$ cat config.mk
export PLATFORM = sky130hd
export DESIGN_NAME = gesture_cmd_sched
export DESIGN_NICKNAME = d
export VERILOG_FILES = /design/src/rtl/gesture_cmd_sched.sv
export SDC_FILE = /design/constraint.sdc
export NUM_CORES = 1
export LEC_CHECK = 0
export CORE_MARGIN = 4
export CORE_UTILIZATION = 52
export DETAILED_ROUTE_END_ITERATION = 10
export PLACE_DENSITY = 0.8
export REMOVE_ABC_BUFFERS = 1
export SLEW_MARGIN = 40
export SYNTH_ARGS = -nofsm -noshare
export SYNTH_HDL_FRONTEND = slang
export SYNTH_SLANG_ARGS = --single-unit
$ cat constraint.sdc
create_clock -name clock -period 3.1 [get_ports clock]
set_input_delay 0.31 -clock clock [delete_from_list [all_inputs] [get_ports clock]]
set_output_delay 0.31 -clock clock [all_outputs]
set_load 0.005 [all_outputs]
$ cat src/rtl/gesture_cmd_sched.sv
// Round-robin scheduler of roll/pitch/throttle decoder results onto one transmitter byte channel, with frame-timeout neutral failsafe.
// Latency: a decoder valid sampled at edge E0 with the scheduler idle gives tx_valid after edge E1; at most one word per 2 cycles.
// Backpressure: tx_valid/tx_data hold until tx_ready; newer results overwrite pending ones and are counted in drop_count.
module gesture_cmd_sched #(
    parameter int unsigned TIMEOUT_FRAMES = 30
) (
    input  logic       clock,
    input  logic       reset,
    input  logic       frame_tick,
    input  logic [3:0] roll_mag,
    input  logic [3:0] pitch_mag,
    input  logic [3:0] thr_mag,
    input  logic [1:0] roll_dir,
    input  logic [1:0] pitch_dir,
    input  logic [1:0] thr_dir,
    input  logic       roll_valid,
    input  logic       pitch_valid,
    input  logic       thr_valid,
    output logic [7:0] tx_data,
    output logic       tx_valid,
    input  logic       tx_ready,
    output logic       failsafe,
    output logic [7:0] drop_count
);

    typedef enum logic {IDLE, SEND} state_t;

    state_t     state_q, state_d;
    logic [5:0] hold_q [3];
    logic [2:0] pend_q;
    logic [1:0] rr_ptr;
    logic [7:0] frame_cnt;

    logic [2:0] in_vld;
    logic [5:0] in_val [3];
    logic       any_vld;
    logic [1:0] cand1, cand2, sel;
    logic [2:0] load_en;
    logic [2:0] drop_vec;
    logic [1:0] drop_sum;
    logic [8:0] drop_total;
    logic [7:0] cnt_inc;
    logic       fire;

    assign in_vld    = {thr_valid, pitch_valid, roll_valid};
    assign in_val[0] = {roll_dir, roll_mag};
    assign in_val[1] = {pitch_dir, pitch_mag};
    assign in_val[2] = {thr_dir, thr_mag};
    assign any_vld   = |in_vld;

    // Search order starts just after the last served axis and wraps back to it.
    assign cand1 = (rr_ptr == 2'd2) ? 2'd0 : rr_ptr + 2'd1;
    assign cand2 = (cand1 == 2'd2) ? 2'd0 : cand1 + 2'd1;
    assign sel   = pend_q[cand1] ? cand1 : (pend_q[cand2] ? cand2 : rr_ptr);

    always_comb begin
        state_d = state_q;
        load_en = 3'b000;
        case (state_q)
            IDLE: begin
                if (|pend_q) begin
                    load_en[sel] = 1'b1;
                    state_d      = SEND;
                end
            end
            SEND: begin
                if (tx_ready) state_d = IDLE;
            end
            default: state_d = IDLE;
        endcase
    end

    assign tx_valid = (state_q == SEND);

    assign drop_vec   = in_vld & pend_q & ~load_en;
    assign drop_sum   = {1'b0, drop_vec[0]} + {1'b0, drop_vec[1]} + {1'b0, drop_vec[2]};
    assign drop_total = {1'b0, drop_count} + {7'd0, drop_sum};

    // Neutral injection fires once, on the tick that reaches the timeout.
    assign cnt_inc = (frame_cnt == 8'hFF) ? 8'hFF : frame_cnt + 8'd1;
    assign fire    = frame_tick && !any_vld && !failsafe && (cnt_inc == 8'(TIMEOUT_FRAMES));

    always_ff @(posedge clock) begin
        if (!reset) begin
            state_q    <= IDLE;
            pend_q     <= 3'b000;
            rr_ptr     <= 2'd2;
            frame_cnt  <= 8'd0;
            failsafe   <= 1'b0;
            drop_count <= 8'd0;
            tx_data    <= 8'd0;
            for (int i = 0; i < 3; i++) hold_q[i] <= 6'd0;
        end else begin
            state_q <= state_d;
            if (|load_en) begin
                tx_data <= {sel, hold_q[sel]};
                rr_ptr  <= sel;
            end
            for (int i = 0; i < 3; i++) begin
                if (in_vld[i]) begin
                    hold_q[i] <= in_val[i];
                    pend_q[i] <= 1'b1;
                end else if (fire) begin
                    hold_q[i] <= 6'd0;
                    pend_q[i] <= 1'b1;
                end else if (load_en[i]) begin
                    pend_q[i] <= 1'b0;
                end
            end
            drop_count <= drop_total[8] ? 8'hFF : drop_total[7:0];
            if (any_vld) begin
                frame_cnt <= 8'd0;
                failsafe  <= 1'b0;
            end else begin
                if (frame_tick) frame_cnt <= cnt_inc;
                if (fire) failsafe <= 1'b1;
            end
        end
    end

endmodule

# == Word level (Yosys, flattened, before mapping) ==
# Memories as Yosys holds them, arrays and structs flattened. A register that Yosys moved wholly into a read port is not among the register bits.
# Cells that the tools add are included.
# op_classes
n_addsub,6
bitwise,11
n_reduce_logical,14
n_mux,52
magnitude_cmp,4
eq_ne,4
# op_table
op,n
two-way mux 6 bit,6
two-way mux 1 bit,34
two-way mux 8 bit,2
adder 8 x 2 -> 9 bit,1
"< comparator 2 x 3 -> 1 bit, second input constant",3
nonzero test 3 bit,3
OR reduction 3 bit,3
"adder 8 x 1 -> 8 bit, second input constant",1
"== test 8 x 5 -> 1 bit, second input constant",1
"== test 8 bit, second input constant",1
two-way mux 2 bit,4
AND 3 bit,2
two-way mux 3 bit,2
bitwise OR 1 bit,6
"adder 2 x 1 -> 2 bit, second input constant",2
binary-select mux 1 bit (select 2 bit),2
"== test 2 bit, second input constant",2
logical AND 1 bit,4
OR reduction 4 bit,1
logical NOT 1 bit,3
NOT 3 bit,1
adder 1 x 1 -> 2 bit,1
adder 2 x 1 -> 2 bit,1
demux 1 bit (select 2 bit),1
other kinds (3),4
# totals
wordCells,101
n_memories,1
reg_bits,31
ramBits,18
output_inout_bits,18
# memory_table
memory,words,width,read_ports,rd_clocked_by_memory_dff,wr,line,text
hold_q,3,6,1,1,3,29,logic [5:0] hold_q [3];

# == Longest topological paths before layout ==
# Gate-level depths: netlist (run 1).
# depth
word_depth,20
ltp_mapped,14
ltp_nobuf,13

# == Worst setup path after synthesis (run 1) ==
# Ideal clock, no wire load.
# synth_path
path_kind,register to register
from,reg rr_ptr[1]
to,reg drop_count[4]
required_ps,2973
setup_slack_ps,344
period_less_slack_ps,2756
stages_incl_launch_ff,14
arrival_ps,2630
n_path_buf,1
path_cell_list,dfxtp_1 clkbuf_1 a21boi_1 nor2_1 a211oi_1 a21boi_1 nand2_1 fa_1 inv_1 ha_1 fa_1 and3_1 o21ai_0 a31oi_1
# synth_between
elab_chain_len,20
word_cells_on_any_way,25
cone_classes,5 x add/sub; 2 x order compare; 2 x eq/ne; 13 x mux; 2 x bitwise; 1 x reduce/logical
# synth_rtl
element,line,text
from (decl),31,logic [1:0] rr_ptr;
from (signal assigned),97,rr_ptr <= sel;
adder 2 x 1 -> 2 bit / == test 2 bit (equally long branches),52,assign cand1 = (rr_ptr == 2'd2) ? 2'd0 : rr_ptr + 2'd1;
two-way mux 2 bit,52,
adder 2 x 1 -> 2 bit / == test 2 bit (equally long branches),53,assign cand2 = (cand1 == 2'd2) ? 2'd0 : cand1 + 2'd1;
two-way mux 2 bit,53,
binary-select mux 1 bit (select 2 bit),54,assign sel = pend_q[cand1] ? cand1 : (pend_q[cand2] ? cand2 : rr_ptr);
two-way mux 1 bit (implied by the code),54,
two-way mux 2 bit,54,
two-way mux 2 bit *,54,
[... 4 more ...],n/a,
two-way mux 3 bit *,61,if (|pend_q) begin
two-way mux 3 bit *,59,case (state_q)
NOT 3 bit *,75,assign drop_vec = in_vld & pend_q & ~load_en;
AND 3 bit *,75,
adder 1 x 1 -> 2 bit,76,"assign drop_sum = {1'b0, drop_vec[0]} + {1'b0, drop_vec[1]} + {1'b0, drop_vec[2]};"
adder 2 x 1 -> 2 bit *,76,
adder 8 x 2 -> 9 bit *,77,"assign drop_total = {1'b0, drop_count} + {7'd0, drop_sum};"
two-way mux 8 bit *,110,drop_count <= drop_total[8] ? 8'hFF : drop_total[7:0];
to (signal assigned),110,
to (decl),23,output logic [7:0] drop_count
# Mark *: on every way between the ends. The rest lies on a longest branch, timed or not. The select of a mux whose other input is x is not followed.
# A chain may end at the register's enable or synchronous reset.

# == Worst setup path after layout (run 1) ==
# layout_path
from,reg pend_q[1]
to,reg drop_count[4]
# layout_between
elab_chain_len,16
word_cells_on_any_way,21
cone_classes,3 x add/sub; 2 x order compare; 11 x mux; 3 x bitwise; 2 x reduce/logical
# layout_rtl
element,line,text
from (decl),30,logic [2:0] pend_q;
from (signal assigned),86,pend_q <= 3'b000;
"from (signal, indexed assignment)",102,pend_q[i] <= 1'b1;
"from (signal, indexed assignment)",105,pend_q[i] <= 1'b1;
binary-select mux 1 bit (select 2 bit),54,
two-way mux 1 bit (implied by the code),54,
two-way mux 2 bit (2 in a row),54,
< comparator 2 x 3 -> 1 bit (implied by the code) / greater-or-equal comparator 2 x 1 -> 1 bit (equally long branches),62,load_en[sel] = 1'b1;
logical AND 1 bit (implied by the code),62,
two-way mux 1 bit (implied by the code),62,
demux 1 bit (select 2 bit),62,
two-way mux 3 bit,61,
two-way mux 3 bit,59,
NOT 3 bit,75,
AND 3 bit *,75,
adder 1 x 1 -> 2 bit,76,
adder 2 x 1 -> 2 bit *,76,
adder 8 x 2 -> 9 bit *,77,
two-way mux 8 bit *,110,
# Marks and branches as above.

==> results.py, run 1 <==
metrics = {
    "clocking": {
        "holdBufCountCts": 0,
        "htreeDepth": 2,
        "cts_max_path_buffers": 2,
        "post_cts_resized": 0,
        "clk_pin_slew_worst_paths_ns": 0.09,
        "numCtsBuffers": 5,
        "cts_setup_buffers": 0,
        "cts.sinks": 48,
        "insertion_delay_ns": 0.29,
        "cts_root_buf": "clkbuf_8",
        "cts_tree": "done",
    },
    "placement": {
        "placement.io_buffers": 42,
        "dp_hpwl_um": 3590,
        "gp_congestion": 0.807,
    },
    "timing": {
        "max_clock_freq_mhz": 346,
        "tns_ns": 0,
        "rsz0062_at_grt": "no",
        "finalMaxSlewViolations": 0,
        "fin_hold_ws_ns": 0.461,
        "hold_viol": 0,
        "min_period_ns": 2.89,
        "finClkSkew_ns": 0.00357,
        "slew_headroom_pct": 56.9,
        "fin_crit_sh_pct": 93.1,
        "tightest_slew_ns": 0.640,
        "setup_viol": 0,
    },
    "synth": {
        "synth_largest_area_cell": "dfxtp_1",
        "async_flop_share_pct": 0,
        "synth_edf_count": 12,
        "syn_area_sq_um": 2290,
        "yosysUniqueCellTypes": 47,
        "synthDominantCellAreaShare_pct": 31.4,
        "avgSynthCellArea_sq_um": 9.07,
        "yosysSeqAreaShare_pct": 47.1,
        "ys.flop_type": "dfxtp_1",
        "ys_top_cells_by_area": "dfxtp_1 (31%), edfxtp_1 (16%), nand2_1 (5.7%), nor2_1 (5.1%), and2_1 (3.8%)",
        "syn_inst": 253,
        "ys_ff_latch": 48,
        "synth_warnings": 0,
    },
    "floorplanning": {
        "io_pins": 43,
        "core_sq_um": 4140,
        "num_rows": 23,
        "die_area_sq_um": 5540,
        "die_w_um": 74.4,
        "initial_core_util_pct": 55.3,
        "die_height_um": 74.4,
    },
    "route": {
        "firstDrtPassIters": 5,
        "wirelength_um": 4920,
        "wl_per_cell_um": 14.3,
        "dr.first_iter.drc_count": 173,
        "vias_per_cell": 5.62,
        "vias": 1934,
        "drc": 0,
        "postRouteAntennaNets": 0,
    },
    "pwr": {
        "ir_drop_uv": 280,
        "finalPower_mw": 1.37,
        "powerDensity_nw_per_um2": 479,
        "p_leak_nw": 1.07,
    },
    "global_routing": {
        "grtUsageMet3_pct": 3.51,
        "use_met1_pct": 23.8,
        "track_usage_pct": 17.9,
        "grt-busiest-layer": "met2",
        "grt_remaining_overflow": 0,
        "grt_pass1_wl_um": 7710,
        "grt_pass1_vias": 1761,
        "met2_usage_pct": 29.7,
        "antenna_found_initial": 0,
        "grt_max_degree": 23,
    },
    "setup_path": {
        "cp-start-kind": "register",
        "cp.arrival_ns": 3.07,
        "worstPathRequired_ns": 3.28,
        "cp_slowest_stage_delay_ns": 0.50,
        "cpMostUsedCell": "fa_1",
        "setup.worst_path.end": "drop_count[4]$_SDFF_PN0_",
        "r2r_cells": 11,
        "end_kind": "register",
        "crit_start": "pend_q[1]$_SDFFE_PN0P_",
        "r2r_start": "pend_q[1]$_SDFFE_PN0P_",
        "slowest_stage": "fa_1",
        "worstPathCellList": "nor2b_2 -> o22ai_2 -> a21boi_1 -> nand2_1 -> fa_1 -> inv_1 -> ha_1 -> fa_1 -> and3_1 -> o21ai_0 -> a31oi_1",
        "r2r_end": "drop_count[4]$_SDFF_PN0_",
        "worst-path-max-fanout": 8,
        "critPathKind": "register to register",
        "r2r_setup_slack_ns": 0.21,
    },
    "run_status": {
        "status": "completed",
    },
    "job": {
        "maxCapViolCount": 0,
    },
    "cells_and_area": {
        "n_antenna_cell": 0,
        "synthToLayoutAreaGrowth_pct": 24.7,
        "mostFrequentLayoutCells": "clkdlybuf4s50_1 (42), nand2_1 (35), dfxtp_1 (32)",
        "mostFrequentLayoutCell": "clkdlybuf4s50_1",
        "fillers": 349,
        "nNetsFinal": 324,
        "drive_gt1_share_pct": 9.52,
        "regArea_sq_um": 1090,
        "final_util_pct": 69.0,
        "multi_input_area_sq_um": 1120,
    },
    "hold_path": {
        "hold_depth": 2,
        "hold_class": "register to register",
    },
}
## flip-flops by register name, indices dropped and copies added (netlist names)
name and flops:
rr_ptr 2, tx_data 7, frame_cnt 8, tx_valid 1, failsafe 1, hold_q 18
drop_count 8, pend_q 3
## power breakdown
group          switching (mW)  internal, mW
registers              0.0288         0.688
logic                  0.0968         0.113
clock network           0.203         0.240
## kinds of logic after synthesis
logic type	share of synthesized area, %
AND/OR/NAND/NOR	22.3
AO/OA/AOI/OAI	18.9
buffers and inverters	4.42
adder cells (fa/ha/maj)	3.93
flip-flops	47.1
multiplexers	2.18
XOR/XNOR	1.15
## Yosys cell counts, drive strengths merged (2+ instances only)
cell,count
a21oi,6
dfxtp,36
inv,7
ha,4
edfxtp,12
buf,4
a31oi,10
nand2b,3
o31ai,6
fa,2
and3,5
or3,2
mux2i,5
nor2b,2
a22oi,7
nor3,4
nand3,3
nor2,31
o21ai,11
a211oi,6
o22ai,2
a21boi,2
and2,14
clkbuf,10
nand2,35
o31a,4
nand4,3
xnor2,2
o21a,3
## cell type report
cell class                      count  area share (%)
Clock buffer                        6            2.54
Inverter                            8            1.05
Multi-Input combinational cell    183            39.0
Timing Repair Buffer               47            16.0
Clock inverter                      2            1.22
Sequential cell                    48            38.0
Tap cell                           50            2.19
## worst max-delay path: cells and delay by family (launching register included)
kind | cells | cell delay [ns]
buffers and inverters | 1 | 0.04
AOI/OAI and AO/OA | 4 | 0.60
DFF | 1 | 0.39
adders and majority gates | 3 | 1.14
and+or+nand+nor | 3 | 0.59
## routing by layer
metal	vias up	part of all wire (%)
met1	877	44
met2	68	49
met3	10	6.1
li1	979	-
met4	0	1.1
met5	-	0
## how the worst min path moves through the flow
stage                                         start                   endpoint  slack [ns]
after floorplan                               reset     rr_ptr[1]$_SDFFE_PN1P_        0.39
after global placement    hold_q[2][1]$_SDFFE_PP0P_  hold_q[2][1]$_SDFFE_PP0P_        0.44
after detailed placement  hold_q[2][3]$_SDFFE_PP0P_  hold_q[2][3]$_SDFFE_PP0P_        0.45
after CTS                 hold_q[2][3]$_SDFFE_PP0P_  hold_q[2][3]$_SDFFE_PP0P_        0.46
after global routing      hold_q[2][1]$_SDFFE_PP0P_  hold_q[2][1]$_SDFFE_PP0P_        0.48
final                     hold_q[2][3]$_SDFFE_PP0P_  hold_q[2][3]$_SDFFE_PP0P_        0.46
## stage by stage
step	area [sq um]	setup slack (ns)	std cells
after floorplan	2220	0.405	239
final	2860	0.213	344
after global placement	2740	0.268	336
after global routing	2860	0.0189	344
after detailed placement	2740	0.171	336
after CTS	2850	0.158	344
Power figures use the tool's default switching activity.
==> run 2: changes to the inputs <==
CORE_UTILIZATION = 54   (was 52)
CTS_BUF_LIST = sky130_fd_sc_hd__clkbuf_4 sky130_fd_sc_hd__clkbuf_8   (was not set)
PLACE_DENSITY = 0.82   (was 0.8)
==> run 2 against run 1 <==
Clock skew up 0.0071 ns. Cell count down 0.29%. Clock power up 2%. Cell area up 0.39%. Global-route usage up 1.2 points.
==> results.py, run 2 (same netlist as run 1, synthesis figures left out) <==
metrics = {
    "run_status": {
        "status": "completed",
    },
    "global_routing": {
        "grtUsageMet3_pct": 4.82,
        "grt_remaining_overflow": 0,
        "grt-busiest-layer": "met2",
        "grt_pass1_wl_um": 7950,
        "met2_usage_pct": 30.7,
        "grt_pass1_vias": 1733,
        "track_usage_pct": 19.1,
        "antenna_found_initial": 0,
        "use_met1_pct": 24.7,
        "grt_max_degree": 23,
    },
    "pwr": {
        "powerDensity_nw_per_um2": 482,
        "ir_drop_uv": 271,
        "p_leak_nw": 1.07,
    },
    "cells_and_area": {
        "synthToLayoutAreaGrowth_pct": 25.2,
        "largest_reg_flops": 18,
        "mostFrequentLayoutCells": "clkdlybuf4s50_1 (42), nand2_1 (35), dfxtp_1 (34)",
        "largest-register": "hold_q",
        "fin_area_sq_um": 2870,
        "n_antenna_cell": 0,
        "reg.largest.list": "hold_q x18, drop_count x8, frame_cnt x8",
        "drive_gt1_share_pct": 9.22,
        "finalNonFillerCells": 343,
        "nNetsFinal": 323,
        "mostFrequentLayoutCell": "clkdlybuf4s50_1",
    },
    "floorplanning": {
        "io_pins": 43,
        "initial_core_util_pct": 56.5,
        "die_w_um": 73.2,
        "num_rows": 23,
        "core_sq_um": 4060,
        "die_area_sq_um": 5350,
        "die_height_um": 73.2,
    },
    "timing": {
        "slew_headroom_pct": 52.5,
        "finalMaxSlewViolations": 0,
        "tns_ns": 0,
        "hold_viol": 0,
        "tightest_slew_ns": 0.704,
        "setup_ws_ns": 0.126,
        "finClkSkew_ns": 0.0106,
        "fin_hold_ws_ns": 0.467,
        "setup_viol": 0,
        "max_clock_freq_mhz": 336,
        "min_period_ns": 2.97,
        "fin_crit_sh_pct": 95.9,
    },
    "clocking": {
        "cts_setup_buffers": 0,
        "cts_max_path_buffers": 2,
        "numCtsBuffers": 5,
        "htreeDepth": 2,
        "cts.sinks": 48,
        "cts_root_buf": "clkbuf_8",
        "insertion_delay_ns": 0.31,
        "cts_tree": "done",
        "clk_pin_slew_worst_paths_ns": 0.09,
    },
    "placement": {
        "dpl_cell_area_sq_um": 2740,
        "placement.io_buffers": 42,
        "placed_cells": 335,
        "gp_congestion": 0.855,
        "dp_slack_ns": 0.179,
        "dp_hpwl_um": 3350,
    },
    "route": {
        "drc": 0,
        "dr.first_iter.drc_count": 151,
        "vias": 1904,
        "wl_per_cell_um": 14.4,
        "postRouteAntennaNets": 0,
        "vias_per_cell": 5.55,
        "firstDrtPassIters": 4,
        "wirelength_um": 4960,
    },
    "hold_path": {
        "hp-start": "hold_q[2][1]$_SDFFE_PP0P_",
        "hold_depth": 2,
        "hold_class": "register to register",
        "min_to": "hold_q[2][1]$_SDFFE_PP0P_",
    },
    "setup_path": {
        "slowest_stage": "fa_1",
        "cp.arrival_ns": 3.16,
        "crit_buf_inv": 1,
        "end_kind": "register",
        "r2r_cells": 13,
        "worstPathCellList": "a21boi_1 -> nor2_1 -> a211oi_2 -> a21boi_1 -> nand2_1 -> fa_1 -> inv_1 -> ha_1 -> fa_1 -> nand4_1 -> nor2_1 -> mux2i_1 -> nor2_1",
        "cp_slowest_stage_delay_ns": 0.52,
        "worstPathRequired_ns": 3.29,
        "worst-path-stages": 13,
        "cpLargestDelayFamily": "adder cells",
        "r2r_end": "drop_count[6]$_SDFF_PN0_",
        "r2r_setup_slack_ns": 0.13,
        "cp-start-kind": "register",
        "worst-path-max-fanout": 10,
        "critPathKind": "register to register",
        "cpMostUsedCell": "nor2_1",
        "r2r_start": "rr_ptr[1]$_SDFFE_PN1P_",
    },
    "job": {
        "maxCapViolCount": 0,
    },
}
-- run 2: worst max path at each step --
| stage | startpoint | to | slack, ns |
|---|---|---|---|
| 2_1_floorplan | pend_q[1]$_SDFFE_PN0P_ | drop_count[4]$_SDFF_PN0_ | 0.41 |
| 3_3_place_gp | pend_q[1]$_SDFFE_PN0P_ | drop_count[4]$_SDFF_PN0_ | 0.27 |
| 3_5_place_dp | pend_q[1]$_SDFFE_PN0P_ | drop_count[4]$_SDFF_PN0_ | 0.18 |
| 4_1_cts | pend_q[2]$_SDFFE_PN0P_ | drop_count[6]$_SDFF_PN0_ | 0.08 |
| 5_1_grt | pend_q[0]$_SDFFE_PN0P_ | drop_count[6]$_SDFF_PN0_ | -0.004 |
| 6_report | rr_ptr[1]$_SDFFE_PN1P_ | drop_count[6]$_SDFF_PN0_ | 0.13 |
-- run 2: cell type report --
| type | instances | area [sq um] |
|---|---|---|
| clock inverters | 3 | 42.5 |
| clock buffers | 5 | 68.8 |
| inverters | 8 | 30.0 |
| well taps | 50 | 62.6 |
| fillers | 326 | 1190 |
| repair buffers | 46 | 450 |
| multi-input cells | 183 | 1130 |
| flip-flops and latches | 48 | 1080 |
-- run 2: stage by stage --
stage / total power [mW] / utilization, %
floorplan: 0.827 / -
global placement: 0.932 / 67.4
detailed placement: 0.934 / 67.4
CTS: 1.38 / 70.2
global route: 1.45 / 70.8
finish: 1.38 / 70.8
-- run 2: power by group --
group / internal, mW / switching (mW)
Sequential: 0.687 / 0.0310
Combinational: 0.115 / 0.0988
Clock: 0.239 / 0.213
-- run 2: metal layers --
metal	share of wire, %	wire (um)	vias to the layer above
li1	-	-	967
met1	45	2210	873
met2	48	2380	55
met3	5.8	287	9
met4	1.6	79	0
met5	0	0	-
-- run 2: repair_timing --
action                     in CTS  in global routing
setup endpoints to repair       0                  8
gates resized for setup         0                  7
hold buffers                    0                  0
-- run 2: worst reg2reg max path: cells and delay by family, from the launching register on --
kind	cells	cell delay, ns
compound gates	3	0.43
fa+ha+maj	3	1.16
buf+inv	1	0.05
flops	1	0.51
mux	1	0.16
simple gates	5	0.55
==> run 3: changes to the inputs <==
GPL_TIMING_DRIVEN = 0   (was not set)
==> run 3 against run 2 <==
First-iteration DRC count decreased by 13%. Highest routed layer unchanged. Setup slack improved by 0.014 ns. Via count decreased by 0.53%. Clock skew decreased by 0.0057 ns. Routed wire length decreased by 4.9%. Die area unchanged. Cell area decreased by 1.6%. Fmax increased by 0.46%. Core utilization decreased by 1.1 points. Clock power decreased by 20%.
==> results.py, run 3 (same netlist as run 1, synthesis figures left out) <==
metrics = {
    "cells_and_area": {
        "n_antenna_cell": 0,
        "mostFrequentLayoutCells": "clkdlybuf4s50_1 (42), dfxtp_1 (36), nand2_1 (35)",
        "mostFrequentLayoutCell": "clkdlybuf4s50_1",
        "synthToLayoutAreaGrowth_pct": 23.2,
        "drive_gt1_share_pct": 7.24,
        "largest-register": "hold_q",
        "fillers": 347,
        "largest_reg_flops": 18,
        "reg.largest.list": "hold_q x18, drop_count x8, frame_cnt x8",
        "nNetsFinal": 320,
    },
    "timing": {
        "fin_crit_sh_pct": 95.5,
        "hold_viol": 0,
        "finalMaxSlewViolations": 0,
        "fin_hold_ws_ns": 0.468,
        "setup_viol": 0,
        "min_period_ns": 2.96,
        "setup_ws_ns": 0.139,
        "slew_headroom_pct": 47.3,
        "max_clock_freq_mhz": 338,
        "finClkSkew_ns": 0.00497,
        "tightest_slew_ns": 0.789,
    },
    "clocking": {
        "htreeDepth": 2,
        "insertion_delay_ns": 0.30,
        "numCtsBuffers": 5,
        "cts.sinks": 48,
        "cts_tree": "done",
        "cts_root_buf": "clkbuf_8",
        "holdBufCountCts": 0,
        "cts_max_path_buffers": 2,
        "clk_pin_slew_worst_paths_ns": 0.09,
    },
    "pwr": {
        "powerDensity_nw_per_um2": 455,
        "ir_drop_uv": 216,
        "finalPower_mw": 1.29,
        "p_leak_nw": 1.04,
    },
    "global_routing": {
        "grt_remaining_overflow": 0,
        "antenna_found_initial": 0,
        "track_usage_pct": 18.6,
        "grt_pass1_vias": 1751,
        "grt_pass1_wl_um": 7800,
        "grt_max_degree": 24,
    },
    "route": {
        "vias_per_cell": 5.57,
        "vias": 1894,
        "wl_per_cell_um": 13.9,
        "postRouteAntennaNets": 0,
        "dr.first_iter.drc_count": 132,
        "firstDrtPassIters": 4,
        "wirelength_um": 4710,
        "drc": 0,
    },
    "setup_path": {
        "worstPathRequired_ns": 3.29,
        "cp-start-kind": "register",
        "end_kind": "register",
        "cp.arrival_ns": 3.15,
        "critPathKind": "register to register",
        "worst-path-max-fanout": 8,
    },
    "floorplanning": {
        "die_height_um": 73.2,
        "initial_core_util_pct": 56.5,
        "io_pins": 43,
        "core_sq_um": 4060,
        "die_area_sq_um": 5350,
        "die_w_um": 73.2,
        "num_rows": 23,
    },
    "placement": {
        "gp_congestion": 0.868,
        "placement.io_buffers": 42,
        "dp_slack_ns": -0.00497,
        "dp_hpwl_um": 3290,
    },
    "job": {
        "maxCapViolCount": 0,
    },
    "run_status": {
        "status": "completed",
    },
    "hold_path": {
        "hold_class": "register to register",
    },
}
run 3: through the flow:
stage	instance area (sq um)	utilization, %	instances	TNS [ns]
after floorplan	2220	-	239	0
after global placement	2710	66.7	331	0
after detailed placement	2710	66.7	331	-0.00976
after CTS	2790	68.8	339	0
after global routing	2830	69.6	340	-0.0697
final	2830	69.6	340	0
run 3: path summary, 6_finish.rpt:
path	slack [ns]	end	cells after the start	from
worst min register to register	0.47	hold_q[2][4]$_SDFFE_PP0P_	2	hold_q[2][4]$_SDFFE_PP0P_
worst max-delay path	0.14	drop_count[5]$_SDFF_PN0_	12	rr_ptr[0]$_SDFFE_PN0P_
worst max register to register	0.14	drop_count[5]$_SDFF_PN0_	12	rr_ptr[0]$_SDFFE_PN0P_
worst min-delay path	0.47	hold_q[2][4]$_SDFFE_PP0P_	2	hold_q[2][4]$_SDFFE_PP0P_
run 3: where the power goes:
group          leakage, nW  switching (mW)  internal [mW]
clock network       0.0453           0.206          0.154
logic                0.575          0.0953          0.113
registers            0.422          0.0321          0.687
run 3: critical path, cell delays in order (launching register included):
cell	delay, ns
dfxtp_1	0.53
a21boi_1	0.15
nor2_1	0.16
a211oi_2	0.07
a21boi_1	0.20
nand2_1	0.10
fa_1	0.52
inv_1	0.04
ha_1	0.22
fa_1	0.42
nand4_1	0.15
nor2_2	0.09
o21a_1	0.20
run 3: area by class of cell:
| cell class | instances | area, sq um | area share (%) |
|---|---|---|---|
| clock buffers | 5 | 68.8 | 2.44 |
| clock inverters | 3 | 13.8 | 0.487 |
| inverters | 8 | 30.0 | 1.06 |
| multi-input cells | 183 | 1140 | 40.4 |
| flip-flops and latches | 48 | 1080 | 38.3 |
| well taps | 50 | 62.6 | 2.21 |
| repair buffers | 43 | 428 | 15.1 |
run 3: metal layers:
metal / wire length, um / global-route usage, % / part of all wire, %
met4: 46 / 5.53 / 0.98
met3: 234 / 4.27 / 5.0
met2: 2320 / 31.6 / 49
met5: 0 / 0 / 0
met1: 2110 / 23.5 / 45
run 3: repair_timing:
item / 4_1_cts / 5_1_grt
setup endpoints to repair: 5 / 8
setup buffers: 0 / 1
hold endpoints to repair: 0 / 0
pin swaps: 0 / 1
resized for setup: 1 / 4
